===== src/rtl/fixed_point_sign_restore_pkg.sv =====
// Shared types and helpers for fixed_point_sign_restore.
// Holds MIN/MAX constants, the sign tag and the negate helper.
package fixed_point_pkg;

  typedef struct packed {
    logic sign;
    logic ovf;
  } sign_tag_t;

  localparam int TAG_W = $bits(sign_tag_t);

  function automatic logic [31:0] min_of(input int unsigned w);
    return 32'd1 << (w - 32'd1);
  endfunction

  function automatic logic [31:0] max_of(input int unsigned w);
    return min_of(w) - 32'd1;
  endfunction

  // {ovf, -v} within w bits; ovf marks v == MIN (negation wraps)
  function automatic logic [32:0] neg_ovf(
    input logic [31:0] v,
    input int unsigned w
  );
    logic [31:0] mask;
    logic [31:0] n;
    mask = min_of(w) | max_of(w);
    n = (~v + 32'd1) & mask;
    return {((v & mask) == min_of(w)), n};
  endfunction

endpackage


===== src/rtl/fixed_point_sign_restore_if.sv =====
// Request, ALU and result signals of fixed_point_sign_restore.
// slave is the block's view, master the surrounding logic's view.
interface fixed_point_sign_restore_if #(
  parameter int WIDTH = 8
);
  logic [WIDTH-1:0] VALUE_IN;
  logic             VALID_IN;
  logic             READY_IN;
  logic [WIDTH-1:0] ALU_VALUE_OUT;
  logic             ALU_VALID_OUT;
  logic [WIDTH-1:0] ALU_VALUE_IN;
  logic             ALU_VALID_IN;
  logic [WIDTH-1:0] VALUE_OUT;
  logic             VALID_OUT;
  logic             OVERFLOW;

  modport slave (
    input  VALUE_IN, VALID_IN,
    input  ALU_VALUE_IN, ALU_VALID_IN,
    output READY_IN,
    output ALU_VALUE_OUT, ALU_VALID_OUT,
    output VALUE_OUT, VALID_OUT, OVERFLOW
  );

  modport master (
    output VALUE_IN, VALID_IN,
    output ALU_VALUE_IN, ALU_VALID_IN,
    input  READY_IN,
    input  ALU_VALUE_OUT, ALU_VALID_OUT,
    input  VALUE_OUT, VALID_OUT, OVERFLOW
  );
endinterface


===== src/rtl/sign_tag_fifo.sv =====
// In-order FIFO of sign tags for outstanding ALU operations.
// DEPTH must be a power of two so the pointers wrap naturally.
module sign_tag_fifo #(
  parameter int DEPTH = 4,
  parameter int TAG_W = 2
) (
  input  logic                     clk,
  input  logic                     rst,
  input  logic                     push,
  input  logic                     pop,
  input  logic [TAG_W-1:0]         din,
  output logic [TAG_W-1:0]         dout,
  output logic                     full,
  output logic                     empty,
  output logic [$clog2(DEPTH):0]   count
);
  localparam int PW = $clog2(DEPTH);
  localparam int CW = PW + 1;

  logic [TAG_W-1:0] mem_q [DEPTH];
  logic [TAG_W-1:0] mem_d [DEPTH];
  logic [PW-1:0]    wr_q, wr_d;
  logic [PW-1:0]    rd_q, rd_d;
  logic [CW-1:0]    cnt_q, cnt_d;
  logic             do_push;
  logic             do_pop;

  always_comb begin
    full    = (cnt_q == CW'(DEPTH));
    empty   = (cnt_q == '0);
    do_push = push && !full;
    do_pop  = pop && !empty;
    mem_d   = mem_q;
    wr_d    = wr_q;
    rd_d    = rd_q;
    cnt_d   = cnt_q;
    if (do_push) begin
      mem_d[wr_q] = din;
      wr_d        = wr_q + 1'b1;
    end
    if (do_pop) begin
      rd_d = rd_q + 1'b1;
    end
    unique case ({do_push, do_pop})
      2'b10:   cnt_d = cnt_q + 1'b1;
      2'b01:   cnt_d = cnt_q - 1'b1;
      default: cnt_d = cnt_q;
    endcase
    dout  = mem_q[rd_q];
    count = cnt_q;
  end

  always_ff @(posedge clk) begin
    if (rst) begin
      wr_q  <= '0;
      rd_q  <= '0;
      cnt_q <= '0;
    end else begin
      wr_q  <= wr_d;
      rd_q  <= rd_d;
      cnt_q <= cnt_d;
    end
  end

  always_ff @(posedge clk) begin
    mem_q <= mem_d;
  end
endmodule


===== src/rtl/fixed_point_sign_restore.sv =====
// Strips sign before a shared odd-symmetric ALU, restores it after.
// FIXED_POINT_SIGN_RESTORE_SATURATE_EN: -MIN on result side gives MAX.
module fixed_point_sign_restore
  import fixed_point_pkg::*;
#(
  parameter int WIDTH     = 8,
  parameter int FRAC_BITS = 3,
  parameter int DEPTH     = 4
) (
  input  logic CLK,
  input  logic RST,
  fixed_point_sign_restore_if.slave bus
);
  localparam logic [WIDTH-1:0] MAX_V = WIDTH'(max_of(WIDTH));
  localparam int CW = $clog2(DEPTH) + 1;

  logic             push, pop, full, empty;
  logic [CW-1:0]    count;
  sign_tag_t        tag_in, tag_out;
  logic [32:0]      req_n, res_n;
  logic [WIDTH-1:0] mag;
  logic             unused_ok;

  logic             alu_valid_q, alu_valid_d;
  logic [WIDTH-1:0] alu_value_q, alu_value_d;
  logic             valid_q, valid_d;
  logic [WIDTH-1:0] value_q, value_d;
  logic             ovf_q, ovf_d;

  sign_tag_fifo #(
    .DEPTH (DEPTH),
    .TAG_W (TAG_W)
  ) u_fifo (
    .clk   (CLK),
    .rst   (RST),
    .push  (push),
    .pop   (pop),
    .din   (tag_in),
    .dout  (tag_out),
    .full  (full),
    .empty (empty),
    .count (count)
  );

  always_comb begin
    push  = bus.VALID_IN && !full;
    pop   = bus.ALU_VALID_IN && !empty;
    req_n = neg_ovf(32'(bus.VALUE_IN), WIDTH);
    res_n = neg_ovf(32'(bus.ALU_VALUE_IN), WIDTH);

    tag_in.sign = bus.VALUE_IN[WIDTH-1];
    tag_in.ovf  = tag_in.sign && req_n[32];
    mag = bus.VALUE_IN;
    if (tag_in.ovf) begin
      mag = MAX_V;
    end else if (tag_in.sign) begin
      mag = req_n[WIDTH-1:0];
    end

    alu_valid_d = push;
    alu_value_d = push ? mag : alu_value_q;

    valid_d = pop;
    value_d = value_q;
    ovf_d   = ovf_q;
    if (pop) begin
      value_d = bus.ALU_VALUE_IN;
      ovf_d   = tag_out.ovf;
      if (tag_out.sign) begin
        value_d = res_n[WIDTH-1:0];
        ovf_d   = tag_out.ovf | res_n[32];
`ifdef FIXED_POINT_SIGN_RESTORE_SATURATE_EN
        if (res_n[32]) value_d = MAX_V;
`endif
      end
    end

    unused_ok = ^{req_n[31:WIDTH], res_n[31:WIDTH],
                  count, 1'(FRAC_BITS)};
  end

  always_ff @(posedge CLK) begin
    if (RST) begin
      alu_valid_q <= 1'b0;
      alu_value_q <= '0;
      valid_q     <= 1'b0;
      value_q     <= '0;
      ovf_q       <= 1'b0;
    end else begin
      alu_valid_q <= alu_valid_d;
      alu_value_q <= alu_value_d;
      valid_q     <= valid_d;
      value_q     <= value_d;
      ovf_q       <= ovf_d;
    end
  end

  assign bus.READY_IN      = !full;
  assign bus.ALU_VALID_OUT = alu_valid_q;
  assign bus.ALU_VALUE_OUT = alu_value_q;
  assign bus.VALID_OUT     = valid_q;
  assign bus.VALUE_OUT     = value_q;
  assign bus.OVERFLOW      = ovf_q;
endmodule

===== src/flat_wrapper.sv =====
// flat-port wrapper written by rule: the top's interface ports become plain ports
module fixed_point_sign_restore_flat import fixed_point_pkg::*;
#(
  parameter int WIDTH     = 8,
  parameter int FRAC_BITS = 3,
  parameter int DEPTH     = 4
)
  (CLK, RST, bus_VALUE_IN, bus_VALID_IN, bus_ALU_VALUE_IN, bus_ALU_VALID_IN, bus_READY_IN, bus_ALU_VALUE_OUT, bus_ALU_VALID_OUT, bus_VALUE_OUT, bus_VALID_OUT, bus_OVERFLOW);
  fixed_point_sign_restore_if #(.WIDTH(WIDTH)) bus_i ();
  input  logic CLK;
  input  logic RST;
  input wire logic [$bits(bus_i.VALUE_IN)-1:0] bus_VALUE_IN;
  input wire logic [$bits(bus_i.VALID_IN)-1:0] bus_VALID_IN;
  input wire logic [$bits(bus_i.ALU_VALUE_IN)-1:0] bus_ALU_VALUE_IN;
  input wire logic [$bits(bus_i.ALU_VALID_IN)-1:0] bus_ALU_VALID_IN;
  output wire logic [$bits(bus_i.READY_IN)-1:0] bus_READY_IN;
  output wire logic [$bits(bus_i.ALU_VALUE_OUT)-1:0] bus_ALU_VALUE_OUT;
  output wire logic [$bits(bus_i.ALU_VALID_OUT)-1:0] bus_ALU_VALID_OUT;
  output wire logic [$bits(bus_i.VALUE_OUT)-1:0] bus_VALUE_OUT;
  output wire logic [$bits(bus_i.VALID_OUT)-1:0] bus_VALID_OUT;
  output wire logic [$bits(bus_i.OVERFLOW)-1:0] bus_OVERFLOW;
  assign bus_i.VALUE_IN = bus_VALUE_IN;
  assign bus_i.VALID_IN = bus_VALID_IN;
  assign bus_i.ALU_VALUE_IN = bus_ALU_VALUE_IN;
  assign bus_i.ALU_VALID_IN = bus_ALU_VALID_IN;
  assign bus_READY_IN = bus_i.READY_IN;
  assign bus_ALU_VALUE_OUT = bus_i.ALU_VALUE_OUT;
  assign bus_ALU_VALID_OUT = bus_i.ALU_VALID_OUT;
  assign bus_VALUE_OUT = bus_i.VALUE_OUT;
  assign bus_VALID_OUT = bus_i.VALID_OUT;
  assign bus_OVERFLOW = bus_i.OVERFLOW;
  fixed_point_sign_restore #(.WIDTH(WIDTH), .FRAC_BITS(FRAC_BITS), .DEPTH(DEPTH)) u_core (.CLK(CLK), .RST(RST), .bus(bus_i));
endmodule

===== config.mk =====
export PLATFORM = sky130hd
export DESIGN_NAME = fixed_point_sign_restore_flat
export DESIGN_NICKNAME = d
export VERILOG_FILES = /design/src/rtl/fixed_point_sign_restore_pkg.sv /design/src/rtl/fixed_point_sign_restore_if.sv /design/src/rtl/sign_tag_fifo.sv /design/src/rtl/fixed_point_sign_restore.sv /design/src/flat_wrapper.sv
export SDC_FILE = /design/constraint.sdc
export NUM_CORES = 1
export LEC_CHECK = 0
export CORE_MARGIN = 3
export CORE_UTILIZATION = 30
export DETAILED_ROUTE_END_ITERATION = 10
export MAX_ROUTING_LAYER = met4
export PLACE_DENSITY = 0.57
export REMOVE_ABC_BUFFERS = 1
export SYNTH_ARGS = -nofsm -noshare
export SYNTH_HDL_FRONTEND = slang
export SYNTH_SLANG_ARGS = --single-unit

===== constraint.sdc =====
create_clock -name CLK -period 2.51 [get_ports CLK]
set_clock_uncertainty 0.1 [all_clocks]
set_input_delay 0.251 -clock CLK [delete_from_list [all_inputs] [get_ports CLK]]
set_output_delay 0.251 -clock CLK [all_outputs]
set_load 0.005 [all_outputs]

Word-level counts from Yosys, hierarchy flattened
Index checks and enable logic that the tools add are counted.
{ "word_totals": {"ff_bits": 34, "output_inout_bits": 20, "elab_cells": 52} }
{ "classes": {"add_sub_neg": 6, "n_lt_le_gt_ge": 3, "eq_ne": 5, "muxes": 11, "bitwise_logic": 5, "n_reduce_logical": 10} }
{ "ops": {"columns": ["operator", "count"], "rows": [
  ["$mux 8", 3],
  ["$add 8x1->8 const B", 2],
  ["$eq 8x8->1 const B", 2],
  ["$not 8->8", 2],
  ["$bwmux 8", 1],
  ["$ge 3x3->1 const B", 2],
  ["$logic_and 1x1->1", 6],
  ["$mux 2", 3],
  ["$not 2->3", 2],
  ["$pmux 3 s2", 1],
  ["$add 2x1->2 const B", 2],
  ["$bmux 2 s2", 1],
  ["$demux 2 s2", 1],
  ["$add 3x1->3 const B", 1],
  ["$eq 3x3->1 const B", 1],
  ["$logic_not 3->1", 1],
  ["$lt 3x1->1 const B", 1],
  ["$sub 3x1->3 const B", 1],
  ["$eq 2x1->1 const B", 1],
  ["$eq 2x2->1 const B", 1],
  ["$logic_not 1->1", 2],
  ["$reduce_bool 2->1", 1],
  ["$mux 1", 1],
  ["$or 1x1->1", 1]
]} }

Depth between registers and ports, before layout
Gate-level depths: netlist of the first run.
{ "depth": {"ltp_word": 6, "mapped_depth": 10} }

By module
A second synthesis of the first run with hierarchy kept.
{ "unflattened": {"cells_unflattened": 173, "area_unflattened_um2": 1699.1} }
{ "by_module_without_submodules": {"columns": ["mod", "instances", "cells_per_inst", "area_per_inst_um2", "seq_area_each_um2"], "rows": [
  ["fixed_point_sign_restore", 1, 113, 980.9, 380.4],
  ["sign_tag_fifo", 1, 60, 718.2, 380.4]
]} }

Worst setup path before layout of the first run
No wires, ideal clock.
{ "synth_timing": {"path_kind": "register to register", "from": "register u_core.u_fifo.cnt_q[2], in the netlist u_core.u_fifo.count[2]", "to": "register u_core.u_fifo.cnt_q[2], in the netlist u_core.u_fifo.count[2]", "setup_time_ns": 0.071, "arrival_time_ns": 2.259, "setup_slack_ns": 0.080, "stages_incl_launch_ff": 11, "n_path_buf": 1, "path_cell_list": "dfxtp_1 > or3b_4 > and2_4 > buf_6 > inv_2 > ha_1 > inv_1 > fa_1 > xor2_1 > or3_1 > a21oi_1"} }
{ "synth_via": {"elab_chain_len": 6, "elab_cells_between_ends": 14, "cone_classes": "add/sub (2); eq/ne (3); mux (1); reduce/logical (8)"} }
{ "synth_lines": {"columns": ["element", "line_no", "source"], "rows": [
  ["from (decl)", "sign_tag_fifo.sv:24", "logic [CW-1:0] cnt_q, cnt_d;"],
  ["from (signal assigned)", "sign_tag_fifo.sv:61", "cnt_q <= cnt_d;"],
  ["$eq 3x3->1 *", "sign_tag_fifo.sv:29", "full = (cnt_q == CW'(DEPTH));"],
  ["$logic_not 1->1 *", null, null],
  ["named net bus_READY_IN", "flat_wrapper.sv:16", "output wire logic [$bits(bus_i.READY_IN)-1:0] bus_READY_IN;"],
  ["$logic_and 1x1->1", "fixed_point_sign_restore.sv:46", "push = bus.VALID_IN && !full;"],
  ["$logic_and 1x1->1 *", "sign_tag_fifo.sv:31", "do_push = push && !full;"],
  ["$eq 2x1->1 or $eq 2x2->1 (tied branches)", "sign_tag_fifo.sv:44", "unique case ({do_push, do_pop})"],
  ["$pmux 3 s2 or $reduce_bool 2->1 (tied branches)", null, null]
]} }
The timed path passes the listed nets; every way through them passes the cells marked *.
A chain may end at the register's enable or synchronous reset.

Worst setup path in the final report of the first run
{ "layout_timing": {"from": "register u_core.u_fifo.cnt_q[0], in the netlist u_core.u_fifo.count[0]", "to": "register u_core.u_fifo.cnt_q[2], in the netlist u_core.u_fifo.count[2]"} }
{ "layout_via": {"elab_chain_len": 6, "elab_cells_between_ends": 14, "cone_classes": "add/sub (2); eq/ne (3); mux (1); reduce/logical (8)"} }
{ "layout_lines": {"columns": ["element", "line_no"], "rows": [
  ["$eq 3x3->1 or $logic_not 3->1 (tied branches)", "sign_tag_fifo.sv:29, sign_tag_fifo.sv:30"],
  ["$logic_not 1->1, on equally long branches", null],
  ["$logic_and 1x1->1, on equally long branches", "fixed_point_sign_restore.sv:46, fixed_point_sign_restore.sv:47"],
  ["$logic_and 1x1->1, on equally long branches", "sign_tag_fifo.sv:31, sign_tag_fifo.sv:32"],
  ["$eq 2x1->1 or $eq 2x2->1 (tied branches)", "sign_tag_fifo.sv:44"],
  ["$pmux 3 s2 or $reduce_bool 2->1 (tied branches)", null]
]} }
Parallel ways exist; a longest one is shown, timed or not.

==> impl_metrics.toml, run 1 <==
[run_status]
outcome = "complete, no violations"

[timing]
rsz0062_at_grt = "no"
clock.fmax_ghz = 0.4237
tightestPinTransition_ps = 389.6
finalSetupTns_ps = 0
period_minus_slack_ps = 2360
max_slew_margin = 0.7395
timing_hold_violations_final = 0
setup_viol = 0
slew_viol_final = 0
period_share = 0.9402
holdWs_ps = 360.2

[detailed_routing]
antenna_left = 0
vias = 1297
drc = 0
vias_per_cell = 4.632
drtIter0Drc = 32
drt_wl_total_microns = 3284
drt_pre_antenna_iters = 4
wire_per_inst_microns = 11.73

[synth]
ys_ff_latch = 34
yosys-top-cells-area = "dfxtp_1 (32%), edfxtp_1 (15%), nor2_1 (6.2%), ha_1 (5.3%), xor2_1 (4.3%)"
synth_edf_count = 8
yosysTopAreaCell = "dfxtp_1"
synthCells = 166
yosysUniqueCellTypes = 41
mappedNetlistArea_sq_mm = 0.001648
yosysSeqAreaShare = 0.4617
syn_area_per_cell_sq_um = 9.927
yosys_warnings = 0
synth_async_sr_flop_share = 0
synth_top_area_share = 0.3159
ys.flop_type = "dfxtp_1"

[cells_and_area]
nNetsFinal = 237
layout_common_cells = "clkdlybuf4s50_1 (39), nor2_1 (27), dfxtp_1 (24), inv_1 (10), nand2_1 (9)"
final_common_cell = "clkdlybuf4s50_1"
ff_latch_area_sq_um = 763.2
fillerInstances = 550
area_growth_pct = 33.33
multi_input_area_sq_um = 799.5
utilization = 0.4221
antennaDiodeCount = 0
drive_above_1_share = 0.09048
final_cell_area_sq_mm = 0.002197

[pwr]
p_comb_frac = 0.382
power_density_mw_per_mm2 = 848.7
clkPwrFrac = 0.204
power.switching_uw = 594.5
power.internal_mw = 1.270
p_total_mw = 1.865
p_sw_frac = 0.3188
worst_ir_drop_vdd_mv = 0.3485
sequentialPowerShare = 0.413
leakage_nw = 0.8301

[clock_network]
clkTransAtPathRegs_ps = 70
clk_latency_ps = 280
cts_tree = "built"
cts.sinks = 34
cts_post_setup_buffers_inserted = 0
clock_path_buffers = 2
cts-root-buf = "clkbuf_8"
cts_max_level = 2
post_cts_resized = 0
hold_buffers = 0
cts-buffers-inserted = 5

[placement]
postPlaceCellArea_sq_mm = 0.002113
dp_hpwl_microns = 2447
portBuffers = 39
gp_routability_congestion = 0.7648

[grt]
grt_pass1_vias = 1278
grt_remaining_overflow = 0
grt_use_total = 0.1137
grt_pass1_wl_microns = 5568
antenna_found_initial = 0
grt_max_degree = 27

[die]
std_cell_rows = 26
die_h_microns = 80.12
start_util = 0.3166
die_x_microns = 80.12
core_sq_mm = 0.005205
die_area_sq_mm = 0.006418
ioPinCount = 40

[worst_setup_path]
start_kind = "flop"
worstPathMaxFanout = 6
regToRegSetupSlack_ps = 150
required_ps = 2620
crit_type = "reg2reg"
cp-end-kind = "flop"
critPathArrivalTime_ps = 2470

[min_path]
holdCritPathClass = "reg2reg"

[run]
cap_violations = 0
[stage by stage]
step,setup WS [ps],std cells
6_report,150.1,280
5_1_grt,21.73,280
4_1_cts,117.7,280
3_5_place_dp,129.3,272
3_3_place_gp,188.2,272
2_1_floorplan,133.8,159
[registers in the layout (all words and copies together), names as in the netlist]
register and flops:
u_core.bus.ALU_VALUE_OUT 8, u_core.bus.VALUE_OUT 8, u_core.u_fifo.mem_q 8, u_core.u_fifo.count 3, u_core.u_fifo.rd_q 2, u_core.u_fifo.wr_q 2, u_core.bus.ALU_VALID_OUT 1, u_core.bus.OVERFLOW 1
u_core.bus.VALID_OUT 1
[kinds of logic (layout without fill, tap and decap cells)]
| group | Yosys count | after routing | synth area share |
|---|---|---|---|
| AOI/OAI and AO/OA | 32 | 32 | 0.1443 |
| muxes | 3 | 3 | 0.03569 |
| adders and majority gates | 8 | 8 | 0.06530 |
| DFF | 34 | 34 | 0.4617 |
| xor gates and xnor gates | 15 | 15 | 0.07973 |
| buffers and inverters | 19 | 63 | 0.05314 |
| and+or+nand+nor | 55 | 55 | 0.1602 |
[power groups by stage]
stage	sequential (mW)	clock, mW	combinational [mW]
floorplan	0.775	0	0.421
global placement	0.777	0	0.719
detailed placement	0.782	0	0.724
CTS	0.771	0.394	0.727
global route	0.790	0.414	0.804
finish	0.771	0.381	0.713
[synth_stat cells, types with 2 or more instances]
cell	instances
nor2b_1	2
ha_1	7
nor2_1	27
a211oi_1	7
or3_1	3
clkbuf_1	4
xnor2_1	7
a21oi_1	8
a311oi_1	6
dfxtp_1	26
nor4_1	2
nand2_1	9
edfxtp_1	8
xor2_1	8
buf_6	2
o31ai_1	3
and3_1	4
inv_1	10
[worst paths after layout]
path | from | endpoint | depth (start not counted)
max reg2reg | u_core.u_fifo.count[0] | u_core.u_fifo.count[2] | 9
min | u_core.bus.ALU_VALUE_OUT[6] | u_core.bus.ALU_VALUE_OUT[6] | 2
max | u_core.u_fifo.count[0] | u_core.u_fifo.count[2] | 9
min reg2reg | u_core.bus.ALU_VALUE_OUT[6] | u_core.bus.ALU_VALUE_OUT[6] | 2
[layer usage]
metal	wire (microns)	vias up	global-route usage
li1	-	670	-
met1	1468	577	0.1269
met2	1497	42	0.1863
met3	268	8	0.03924
met4	50	0	0.04561
met5	0	-	-
[area by class of cell]
| type | instances | share of cell area |
|---|---|---|
| Clock buffer | 6 | 0.03303 |
| Clock inverter | 2 | 0.003986 |
| Inverter | 12 | 0.02050 |
| Multi-Input combinational cell | 113 | 0.3639 |
| Sequential cell | 34 | 0.3474 |
| Tap cell | 70 | 0.03986 |
| Timing Repair Buffer | 43 | 0.1913 |
[worst max-delay path, cell delays in order (launching register included)]
cell     delay, ps
dfxtp_2        340
or3b_4         430
and2_4         180
inv_2           50
ha_1           170
inv_1           60
fa_1           370
xor2_1         150
or3_1          300
a21oi_1        140
(Power assumes the default switching activity.)
==> inputs of run 2 (changes only) <==
GPL_TIMING_DRIVEN = 1   (was unset)
SLEW_MARGIN = 5   (was unset)
==> results of run 2 <==
No change in the layout: final DEF, timing and power equal those of run 1.
==> inputs of run 3 (changes only) <==
GPL_TIMING_DRIVEN = unset   (was 1)
MAX_ROUTING_LAYER = unset   (was met4)
SKIP_LAST_GASP = 1   (was unset)
==> impl_metrics.toml, run 3 (synthesis gave the netlist of run 1 again) <==
[cells_and_area]
fillerInstances = 550
utilization = 0.4221
drive_above_1_share = 0.09048
nNetsFinal = 237
area_growth_pct = 33.33
layout_common_cells = "clkdlybuf4s50_1 (39), nor2_1 (27), dfxtp_1 (24), inv_1 (10), nand2_1 (9)"
final_common_cell = "clkdlybuf4s50_1"
layout.cells.non_filler = 280
antennaDiodeCount = 0

[pwr]
power.switching_uw = 595.3
power_density_mw_per_mm2 = 849.1
leakage_nw = 0.8301
worst_ir_drop_vdd_mv = 0.3487
p_total_mw = 1.866
power.internal_mw = 1.270
clkPwrFrac = 0.205
p_comb_frac = 0.382
sequentialPowerShare = 0.413
p_sw_frac = 0.3191

[clock_network]
clkTransAtPathRegs_ps = 70
post_cts_resized = 0
cts_tree = "built"
cts-buffers-inserted = 5
hold_buffers = 0
cts-root-buf = "clkbuf_8"
cts_max_level = 2
clock_path_buffers = 2
cts_post_setup_buffers_inserted = 0
clk_latency_ps = 280
cts.sinks = 34

[detailed_routing]
vias = 1296
drtIter0Drc = 31
drc = 0
vias_per_cell = 4.629
antenna_left = 0
wire_per_inst_microns = 11.75
drt_wl_total_microns = 3289
drt_pre_antenna_iters = 4

[placement]
gp_routability_congestion = 0.7550
dp_hpwl_microns = 2447
portBuffers = 39
dp_cells = 272

[worst_setup_path]
critPathArrivalTime_ps = 2470
cp-end-kind = "flop"
regToRegSetupSlack_ps = 150
start_kind = "flop"
worstPathMaxFanout = 6
required_ps = 2620
crit_type = "reg2reg"

[timing]
rsz0062_at_grt = "no"
slew_viol_final = 0
setup_viol = 0
max_slew_margin = 0.7391
timing_hold_violations_final = 0
holdWs_ps = 360.2
clock.fmax_ghz = 0.4238
period_share = 0.9400
period_minus_slack_ps = 2359
tightestPinTransition_ps = 390.2
finalSetupTns_ps = 0

[die]
core_sq_mm = 0.005205
ioPinCount = 40
die_h_microns = 80.12
start_util = 0.3166
die_x_microns = 80.12
die_area_sq_mm = 0.006418
std_cell_rows = 26

[grt]
grt_use_total = 0.1107
grt_max_degree = 27
grt_remaining_overflow = 0
grt_pass1_vias = 1273
antenna_found_initial = 0
grt_pass1_wl_microns = 5575

[run_status]
outcome = "complete, no violations"

[min_path]
holdCritPathClass = "reg2reg"

[run]
cap_violations = 0
==> run 3: cell counts in the layout (fill, tap and decap cells not counted) <==
Identical to the previous run, type by type.
==> run 3: through the flow <==
stage	setup WS, ps	instance area (sq um)
CTS	117.7	2195
global placement	188.2	2113
global route	21.75	2197
finish	150.6	2197
detailed placement	129.3	2113
floorplan	133.8	1605
==> run 3: final timing paths <==
| path | startpoint | endpoint | cells after the start |
|---|---|---|---|
| setup / recovery | u_core.u_fifo.count[0] | u_core.u_fifo.count[2] | 9 |
| setup reg to reg | u_core.u_fifo.count[0] | u_core.u_fifo.count[2] | 9 |
| hold reg to reg | u_core.bus.ALU_VALUE_OUT[6] | u_core.bus.ALU_VALUE_OUT[6] | 2 |
| hold / removal | u_core.bus.ALU_VALUE_OUT[6] | u_core.bus.ALU_VALUE_OUT[6] | 2 |
==> run 3: worst max-delay path, stage by stage (launching register included) <==
cell and delay (ps):
dfxtp_2 350, or3b_4 430, and2_4 180, inv_2 50, ha_1 170, inv_1 60, fa_1 370, xor2_1 150
or3_1 300, a21oi_1 140
==> run 3: layout make-up <==
cell class	instances	area [sq um]	share of cell area
sequential	34	763.2	0.3474
clock inverter	2	8.758	0.003986
inverter	12	45.04	0.02050
clock buffer	6	72.57	0.03303
tap	70	87.58	0.03986
timing repair buffer	43	420.4	0.1913
multi-input combinational	113	799.5	0.3639
==> run 3: layer usage <==
metal  wire (microns)  track usage  share of wire
met5                0            0              0
met2             1495       0.1854           0.45
met1             1469       0.1269           0.45
met4               50      0.04561          0.015
met3              273      0.04036          0.083
==> run 3: power by group through the flow <==
stage	Sequential (mW)	Clock, mW	Combinational, mW
after global placement	0.777	0	0.719
after global routing	0.790	0.415	0.804
after floorplan	0.775	0	0.421
after CTS	0.771	0.394	0.727
final	0.770	0.382	0.713
after detailed placement	0.782	0	0.724
